[src/rtl/cordic_rr_scheduler.sv]
// Round-robin front end that shares one rotation-mode CORDIC core between NREQ requesters.
// Only one operation is in flight at a time; the core's fixed latency is timed with a down-counter.
module cordic_rr_scheduler #(
  parameter int NREQ     = 4,
  parameter int W        = 16,
  parameter int CORE_LAT = 16,
  localparam int IDW     = $clog2(NREQ)
) (
  input  logic              clk,
  input  logic              reset,
  input  logic [NREQ-1:0]   req_valid,
  output logic [NREQ-1:0]   req_ready,
  input  logic [NREQ*W-1:0] req_angle,
  input  logic [NREQ*W-1:0] req_xin,
  input  logic [NREQ*W-1:0] req_yin,
  output logic              core_start,
  output logic [W-1:0]      core_angle,
  output logic [W-1:0]      core_xin,
  output logic [W-1:0]      core_yin,
  input  logic [W-1:0]      core_xout,
  input  logic [W-1:0]      core_yout,
  output logic              rsp_valid,
  input  logic              rsp_ready,
  output logic [IDW-1:0]    rsp_id,
  output logic [W-1:0]      rsp_xout,
  output logic [W-1:0]      rsp_yout,
  output logic              busy
);

  localparam int CNTW = $clog2(CORE_LAT);
  localparam logic [NREQ-1:0] LSB_ONE = NREQ'(1);

  typedef enum logic [1:0] {
    ST_IDLE  = 2'd0,
    ST_ISSUE = 2'd1,
    ST_WAIT  = 2'd2,
    ST_RESP  = 2'd3
  } state_t;

  state_t          r_state;
  state_t          w_state_nxt;
  logic [IDW-1:0]  r_last_grant;
  logic [IDW-1:0]  r_grant;
  logic [CNTW-1:0] r_cnt;
  logic            r_core_start;
  logic            r_rsp_valid;
  logic            r_busy;
  logic [W-1:0]    r_angle;
  logic [W-1:0]    r_xin;
  logic [W-1:0]    r_yin;
  logic [IDW-1:0]  r_rsp_id;
  logic [W-1:0]    r_rsp_xout;
  logic [W-1:0]    r_rsp_yout;
  logic            w_found;
  logic [IDW-1:0]  w_pick;
  logic [IDW-1:0]  w_cand;
  logic            w_accept;

  // Round-robin search: first valid requester after the last completed grant, wrapping.
  always_comb begin
    w_found = 1'b0;
    w_pick  = '0;
    w_cand  = '0;
    for (int k = 1; k <= NREQ; k++) begin
      w_cand = IDW'((int'(r_last_grant) + k) % NREQ);
      if (!w_found && req_valid[w_cand]) begin
        w_found = 1'b1;
        w_pick  = w_cand;
      end else begin
        w_found = w_found;
      end
    end
  end

  assign w_accept = (r_state == ST_IDLE) && w_found;

  // Combinational one-hot accept, forced low while reset is held.
  always_comb begin
    if (reset && w_accept) begin
      req_ready = LSB_ONE << w_pick;
    end else begin
      req_ready = '0;
    end
  end

  // Next-state logic.
  always_comb begin
    w_state_nxt = r_state;
    case (r_state)
      ST_IDLE: begin
        if (w_found) w_state_nxt = ST_ISSUE;
        else         w_state_nxt = ST_IDLE;
      end
      ST_ISSUE: w_state_nxt = ST_WAIT;
      ST_WAIT: begin
        if (r_cnt == '0) w_state_nxt = ST_RESP;
        else             w_state_nxt = ST_WAIT;
      end
      ST_RESP: begin
        if (rsp_ready) w_state_nxt = ST_IDLE;
        else           w_state_nxt = ST_RESP;
      end
      default: w_state_nxt = ST_IDLE;
    endcase
  end

  // State, flags decoded one cycle early so the outputs come straight from flops.
  always_ff @(posedge clk or negedge reset) begin
    if (!reset) begin
      r_state      <= ST_IDLE;
      r_core_start <= 1'b0;
      r_rsp_valid  <= 1'b0;
      r_busy       <= 1'b0;
      r_cnt        <= '0;
      r_last_grant <= IDW'(NREQ - 1);
    end else begin
      r_state      <= w_state_nxt;
      r_core_start <= (w_state_nxt == ST_ISSUE);
      r_rsp_valid  <= (w_state_nxt == ST_RESP);
      r_busy       <= (w_state_nxt != ST_IDLE);
      if (r_state == ST_ISSUE) begin
        r_cnt <= CNTW'(CORE_LAT - 1);
      end else if ((r_state == ST_WAIT) && (r_cnt != '0)) begin
        r_cnt <= r_cnt - CNTW'(1);
      end else begin
        r_cnt <= r_cnt;
      end
      if ((r_state == ST_RESP) && rsp_ready) begin
        r_last_grant <= r_grant;
      end else begin
        r_last_grant <= r_last_grant;
      end
    end
  end

  // Operand/grant latch on accept and result capture on the core's valid cycle.
  always_ff @(posedge clk or negedge reset) begin
    if (!reset) begin
      r_grant    <= '0;
      r_angle    <= '0;
      r_xin      <= '0;
      r_yin      <= '0;
      r_rsp_id   <= '0;
      r_rsp_xout <= '0;
      r_rsp_yout <= '0;
    end else begin
      if (w_accept) begin
        r_grant <= w_pick;
        r_angle <= req_angle[int'(w_pick)*W +: W];
        r_xin   <= req_xin[int'(w_pick)*W +: W];
        r_yin   <= req_yin[int'(w_pick)*W +: W];
      end
      if ((r_state == ST_WAIT) && (r_cnt == '0)) begin
        r_rsp_id   <= r_grant;
        r_rsp_xout <= core_xout;
        r_rsp_yout <= core_yout;
      end
    end
  end

  assign core_start = r_core_start;
  assign core_angle = r_angle;
  assign core_xin   = r_xin;
  assign core_yin   = r_yin;
  assign rsp_valid  = r_rsp_valid;
  assign rsp_id     = r_rsp_id;
  assign rsp_xout   = r_rsp_xout;
  assign rsp_yout   = r_rsp_yout;
  assign busy       = r_busy;

endmodule

[config.mk]
export PLATFORM = sky130hd
export DESIGN_NAME = cordic_rr_scheduler
export DESIGN_NICKNAME = d
export VERILOG_FILES = /design/src/rtl/cordic_rr_scheduler.sv
export SDC_FILE = /design/constraint.sdc
export NUM_CORES = 1
export LEC_CHECK = 0
export ABC_CLOCK_PERIOD_IN_PS = 2200
export BUFFER_PORTS_ARGS = -buffer_cell sky130_fd_sc_hd__buf_2
export CAP_MARGIN = 10
export CORE_AREA = 2 2 125 127
export CTS_BUF_LIST = sky130_fd_sc_hd__clkbuf_4
export DETAILED_ROUTE_END_ITERATION = 10
export DIE_AREA = 0 0 127 129
export GPL_ROUTABILITY_DRIVEN = 0
export GPL_TIMING_DRIVEN = 1
export PLACE_DENSITY = 0.73
export SYNTH_ARGS = -nofsm -noshare
export SYNTH_HDL_FRONTEND = slang
export SYNTH_SLANG_ARGS = --single-unit
[constraint.sdc]
create_clock -name clk -period 2.2 [get_ports clk]
set_input_delay 0.44 -clock clk [delete_from_list [all_inputs] [get_ports clk]]
set_output_delay 0.44 -clock clk [all_outputs]
set_load 0.03 [all_outputs]
Word-level counts from Yosys, hierarchy flattened
Index checks and enable logic that the tools add are counted.
{"block": "word_totals", "reg_bits": 95, "input_bits": 231, "elab_cells": 70, "output_inout_bits": 89}
{"block": "classes", "order_cmp": 4, "shift": 4, "eq_ne": 5, "reduce_logical": 16, "mux": 23, "add_sub_neg": 5}
{"cell": "variable part select 64 x 7 -> 16 bit", "n": 3}
{"cell": "less-than comparator 2 x 3 -> 1 bit (second input constant)", "n": 4}
{"cell": "two-way mux 4 bit", "n": 3}
{"cell": "two-way mux 1 bit", "n": 10}
{"cell": "two-way mux 2 bit", "n": 5}
{"cell": "binary-select mux 1 bit (select 2 bit)", "n": 4}
{"cell": "logical AND 1 bit", "n": 8}
{"cell": "case mux 2 bit (4 select lines)", "n": 1}
{"cell": "== test 2 bit (second input constant)", "n": 3}
{"cell": "adder 2 x 1 -> 2 bit (second input constant)", "n": 2}
{"cell": "adder 2 bit (second input constant)", "n": 2}
{"cell": "== test 2 x 1 -> 1 bit (second input constant)", "n": 2}
{"cell": "zero test 4 bit", "n": 1}
{"cell": "nonzero test 2 bit", "n": 2}
{"cell": "nonzero test 4 bit", "n": 1}
{"cell": "left shift 1 x 2 -> 4 bit (first input constant)", "n": 1}
{"cell": "subtractor 4 x 1 -> 4 bit (second input constant)", "n": 1}
{"cell": "zero test 1 bit", "n": 3}
{"cell": "zero test 2 bit", "n": 1}

Longest topological paths before layout
{"block": "logic_depth", "ltp_word": 16, "ltp_mapped": 8, "ltp_nobuf": 6}

Worst setup path before layout
No wires, ideal clock.
{"block": "synth_timing", "path_kind": "in2out", "from": "input req_valid[3]", "to": "output req_ready[0]", "path_slack_ns": 0.124, "required_ns": 1.760, "n_path_buf": 3, "arrival_time_ns": 1.636, "stages": 6, "path_cell_list": "buf_4 o21ba_1 o211ai_2 buf_4 buf_2 and3_1"}
{"block": "synth_between", "elab_chain_len": 15, "elab_cells_between_ends": 26, "classes_between": "1 x shift; 17 x mux; 8 x reduce/logical"}
{"item": "start, declared", "line": "11", "rtl": "input logic [NREQ-1:0] req_valid,"}
{"item": "binary-select mux 1 bit (select 2 bit)", "line": "66", "rtl": "if (!w_found && req_valid[w_cand]) begin"}
{"item": "two-way mux 1 bit (not written as such)", "line": "66"}
{"item": "two-way mux 1 bit", "line": "66"}
{"item": "zero test 1 bit", "line": "66"}
{"item": "logical AND 1 bit", "line": "66"}
{"item": "two-way mux 1 bit", "line": "66"}
{"item": "zero test 1 bit", "line": "66"}
{"item": "logical AND 1 bit", "line": "66"}
{"item": "two-way mux 1 bit", "line": "66"}
{"item": "zero test 1 bit", "line": "66"}
{"item": "logical AND 1 bit", "line": "66"}
{"item": "two-way mux 1 bit", "line": "66"}
{"item": "logical AND 1 bit", "line": "75", "rtl": "assign w_accept = (r_state == ST_IDLE) && w_found;"}
{"item": "logical AND 1 bit", "line": "79", "rtl": "if (reset && w_accept) begin"}
{"item": "two-way mux 4 bit *", "line": "79"}
{"item": "end, declared", "line": "12", "rtl": "output logic [NREQ-1:0] req_ready,"}
Every way passes the cells marked *; elsewhere a longest branch is shown, timed or not. The select of a mux whose other input is x is not followed.

Worst setup path in the final report
{"block": "layout_timing", "from": "register r_last_grant[1]", "to": "output req_ready[0]"}
{"block": "layout_between", "elab_chain_len": 16, "elab_cells_between_ends": 30, "classes_between": "4 x add/sub; 1 x shift; 17 x mux; 8 x reduce/logical"}
{"item": "start, declared", "line": "42", "rtl": "logic [IDW-1:0] r_last_grant;"}
{"item": "start signal, assigned", "line": "115", "rtl": "r_last_grant <= IDW'(NREQ - 1);"}
{"item": "start signal, assigned", "line": "129", "rtl": "r_last_grant <= r_grant;"}
{"item": "start signal, assigned", "line": "131", "rtl": "r_last_grant <= r_last_grant;"}
{"item": "adder 2 x 1 -> 2 bit", "line": "65", "rtl": "w_cand = IDW'((int'(r_last_grant) + k) % NREQ);"}
{"item": "binary-select mux 1 bit (select 2 bit)", "line": "66"}
{"item": "two-way mux 1 bit (not written as such)", "line": "66"}
{"item": "two-way mux 1 bit", "line": "66"}
{"item": "zero test 1 bit", "line": "66"}
{"item": "logical AND 1 bit", "line": "66"}
{"item": "two-way mux 1 bit", "line": "66"}
{"item": "zero test 1 bit", "line": "66"}
{"item": "logical AND 1 bit", "line": "66"}
{"item": "two-way mux 1 bit", "line": "66"}
{"item": "zero test 1 bit", "line": "66"}
{"item": "logical AND 1 bit", "line": "66"}
{"item": "two-way mux 1 bit", "line": "66"}
{"item": "logical AND 1 bit", "line": "75"}
{"item": "logical AND 1 bit", "line": "79"}
{"item": "two-way mux 4 bit *", "line": "79"}
Marks and branches as above.

==> results.txt <==
The maximum buffer depth of the clock tree is 2. The power share of the clock group is 0.121. The number of global-route vias before repair came out at 5261. The TritonCTS sink count is 95.

The final route contains 5325 vias. The number of instances in the placed design came out at 968. The critical-path maximum fanout came out at 6. The sum of overflow across all layers after global routing came out at 0. On the critical path, the stage with the largest delay is an instance of dfstp_2. The leakage power figure came out at 3.42 nW. The met3 wire length came out at 1.49 mm. The share of the yosys chip area belonging to registers came out at 0.452. The leading cell type in the layout, fill and taps excluded is buf_2. The timing-limited maximum frequency is 440 MHz. The post-layout minimum cycle time is 2.27 ns. The count of H-tree levels built during CTS is 3. Dividing the detail-routed via count by the number of cells gives 5.34. The count of buffers inserted at the top-level ports is 319. The proportion of synthesized flip-flops having asynchronous set or reset came out at 1.00. The number of nets produced by synthesis is 724. The final number of setup-violating endpoints came out at 3. TritonCTS built the clock tree. STA classifies the critical path startpoint as a flop. The total area of multi-input combinational cells is 2610 sq um. The floorplan step set the die width to 127 microns. The number of flops mapped to enable cells by yosys came out at 0.

Measured along the y axis, the die boundary spans 129 microns. The post-route met1 wirelength came out at 7.14 mm. The fraction of final layout cells sized beyond drive strength 1 came out at 0.536. The routed wire length is 17.7 mm. The headroom to the max-slew limit came out at 0.465. The storage element area came out at 2380 sq um. The worst setup path is captured at an output pin. The overall global routing resource usage is 0.211. The routed length on met2 is 8.58 mm. The floorplan has 45 rows. The floorplan step defined a die boundary enclosing 16400 sq um. The worst-case vdd ir drop is 0.589 mV. The share of total power dissipated in sequential elements is 0.312. The top routing layer in use is met4. The switching part of the total power is 0.484. The residual antenna-violating net count after detailed routing came out at 0. The final reports fail on setup timing. The share of the core filled with cells in the final layout came out at 0.489.

In the synthesized netlist, the number of instances is 491. The number of maximum-capacitance violations is 0. The area of the core region came out at 15000 sq um. Traced cell by cell, the critical path runs through buf_6 -> nand3b_1 -> o211ai_4 -> and3_4 -> buf_6.

The count of endpoints failing hold in the final timing report is 0. The finished layout holds 997 standard cells, fillers aside. The clock-pin slew reported for the worst setup and hold paths after clock tree synthesis is 0.16 ns.

In this run the power spent charging and discharging nets is 4.56 mW. Setup repair after global routing could not meet its margin everywhere. By startpoint and endpoint, the worst setup path is classified as flop to output pin. After the first detailed-routing iteration, the DRC count stood at 279.

The flip-flop and latch count after synthesis came out at 95. The power density over cell area is 1290 nW/um^2. The count of yosys warnings during synthesis came out at 0. For this design the top-level I/O count stands at 320. The most used flip-flop cell after synthesis is dfrtp_1. The delay of the slowest cell on the worst path came out at 0.63 ns. The post-detailed-route DRC marker count is 0. The internal power of the cells totals 4.86 mW. The setup clock skew after layout is 0.0250 ns. The wire length of the first global-routing pass is 27.2 mm. The final hold slack is 0.179 ns. In this run, CTS created clock tree buffers numbering 9. The average footprint of a synthesized cell is 10.7 sq um.

At the pin with the least slew margin, the transition time is 0.802 ns. The total design power is 9.42 mW. Before antenna repair, the detailed router went through 4 iterations.

Leaving out fill and tap cells, the most frequent cells in the layout are buf_2, dfrtp_1, nor2_1, nand2_1, a31oi_1. The signal arrival time at the worst endpoint is 1.83 ns. The cell type group with the largest total delay on the critical path is flip-flops. The class of the tightest hold or removal check is input port to flop. In this design, the critical path's most frequently occurring cell is buf_6. The clock latency on the worst-skew pair is 0.46 ns. The routed length per instance came out at 17.7 microns. The number of pins with negative max-slew slack in the final report is 0. The initial antenna violation count is 1.

The number of unique standard cell types used by synthesis is 42. The combinational share of power is 0.567. The HPWL reported at the end of detailed placement is 12.9 mm. The setup slack after layout came out at -0.0730 ns. The pin count of the biggest net entering global routing came out at 65. The run finished, with violations left. The net count of the finished layout is 1036. The number of fill cells in the layout came out at 1407.

The area of the mapped netlist came out at 5270 sq um. The worst path buffer plus inverter count came out at 2. In this run the clock root is driven by a clkbuf_4. The initial utilization of the core area, before any placement, comes to 0.352. For the worst setup path, the data required time is 1.76 ns. Relative to the synthesized area, the layout overhead comes to 39.1%. The final setup TNS is -0.0914 ns. Dividing the final minimum period by the clock period gives 1.03.
==> cell type report <==
cell class / count / share of cell area
multi-input cells: 341 / 0.356
flip-flops and latches: 95 / 0.325
repair buffers: 349 / 0.259
well taps: 188 / 0.0321
clock inverters: 6 / 0.0140
clock buffers: 10 / 0.0102
inverters: 7 / 0.00376
diodes: 1 / 0.000342
==> metal layers <==
layer	vias up	global-route usage
li1	2508	-
met1	2494	0.253
met2	289	0.370
met3	34	0.0578
met4	0	0.0718
met5	-	0
==> Yosys cell counts, types with 2 or more instances <==
library cell / n / area share
dfrtp_1: 93 / 0.44
nand2_1: 55 / 0.039
nor2_1: 55 / 0.039
a31oi_1: 49 / 0.058
o211ai_1: 48 / 0.068
a221oi_2: 46 / 0.13
mux2_1: 30 / 0.064
buf_2: 15 / 0.014
clkbuf_1: 15 / 0.011
buf_4: 9 / 0.013
buf_6: 9 / 0.019
mux2_2: 8 / 0.017
inv_1: 5 / 0.0036
a21oi_1: 4 / 0.0038
and3_1: 4 / 0.0048
o21ai_0: 4 / 0.0038
a221oi_1: 3 / 0.0050
nand3_1: 3 / 0.0029
nor2b_1: 3 / 0.0036
o21a_1: 3 / 0.0043
o21ai_1: 3 / 0.0029
a211oi_1: 2 / 0.0029
a22o_1: 2 / 0.0033
dfstp_2: 2 / 0.010
ha_1: 2 / 0.0048
o2bb2ai_1: 2 / 0.0033
or2_1: 2 / 0.0024
==> path summary, 6_finish.rpt <==
check | start | endpoint | slack, ns | cells past startpoint
worst max-delay path | r_last_grant[1] | req_ready[0] | -0.07 | 5
worst min-delay path | core_xout[15] | rsp_xout[15] | 0.18 | 2
worst max register to register | r_last_grant[1] | core_yin[11] | 0.17 | 8
worst min register to register | rsp_xout[4] | rsp_xout[4] | 0.50 | 1
max in group asynchronous | reset | r_state[1] | 0.83 | 3
min in group asynchronous | reset | core_angle[6] | 0.64 | 3
==> power groups by stage <==
stage	clock (mW)	sequential, mW	combinational [mW]
2_1_floorplan	0	4.24	2.37
3_3_place_gp	0	2.97	5.10
3_5_place_dp	0	3.00	5.16
4_1_cts	1.18	2.96	5.31
5_1_grt	1.26	3.04	5.77
6_report	1.14	2.94	5.35
==> kinds of logic (layout without fill, tap and decap cells) <==
| logic type | count (synthesis) | count (layout) | synth area share |
|---|---|---|---|
| simple gates | 128 | 128 | 0.0998 |
| mux | 38 | 38 | 0.0813 |
| flops | 95 | 95 | 0.452 |
| compound gates | 173 | 173 | 0.300 |
| buf+inv | 55 | 372 | 0.0622 |
| fa+ha+maj | 2 | 2 | 0.00475 |
| other cells | 0 | 1 | 0 |
==> stage by stage <==
step | area [sq um] | setup WS, ns
6_report | 7330 | -0.0730
5_1_grt | 7330 | -0.197
3_3_place_gp | 6990 | 0.207
3_5_place_dp | 6990 | 0.193
4_1_cts | 7290 | -0.111
2_1_floorplan | 5270 | 0.124
==> state kept, by name, summed over array words and instances (netlist names) <==
register      flops
core_xin         16
r_state           2
r_last_grant      2
r_cnt             4
rsp_yout         16
core_yin         16
r_grant           2
rsp_valid         1
rsp_xout         16
rsp_id            2
core_start        1
busy              1
core_angle       16
==> repair_timing <==
action	CTS	global route
hold buffers	1	0
gates resized for setup	18	0
setup endpoints to repair	4	4
pin swaps	6	3
hold endpoints to repair	3	0
setup buffers	7	4
(Power assumes the default switching activity.)
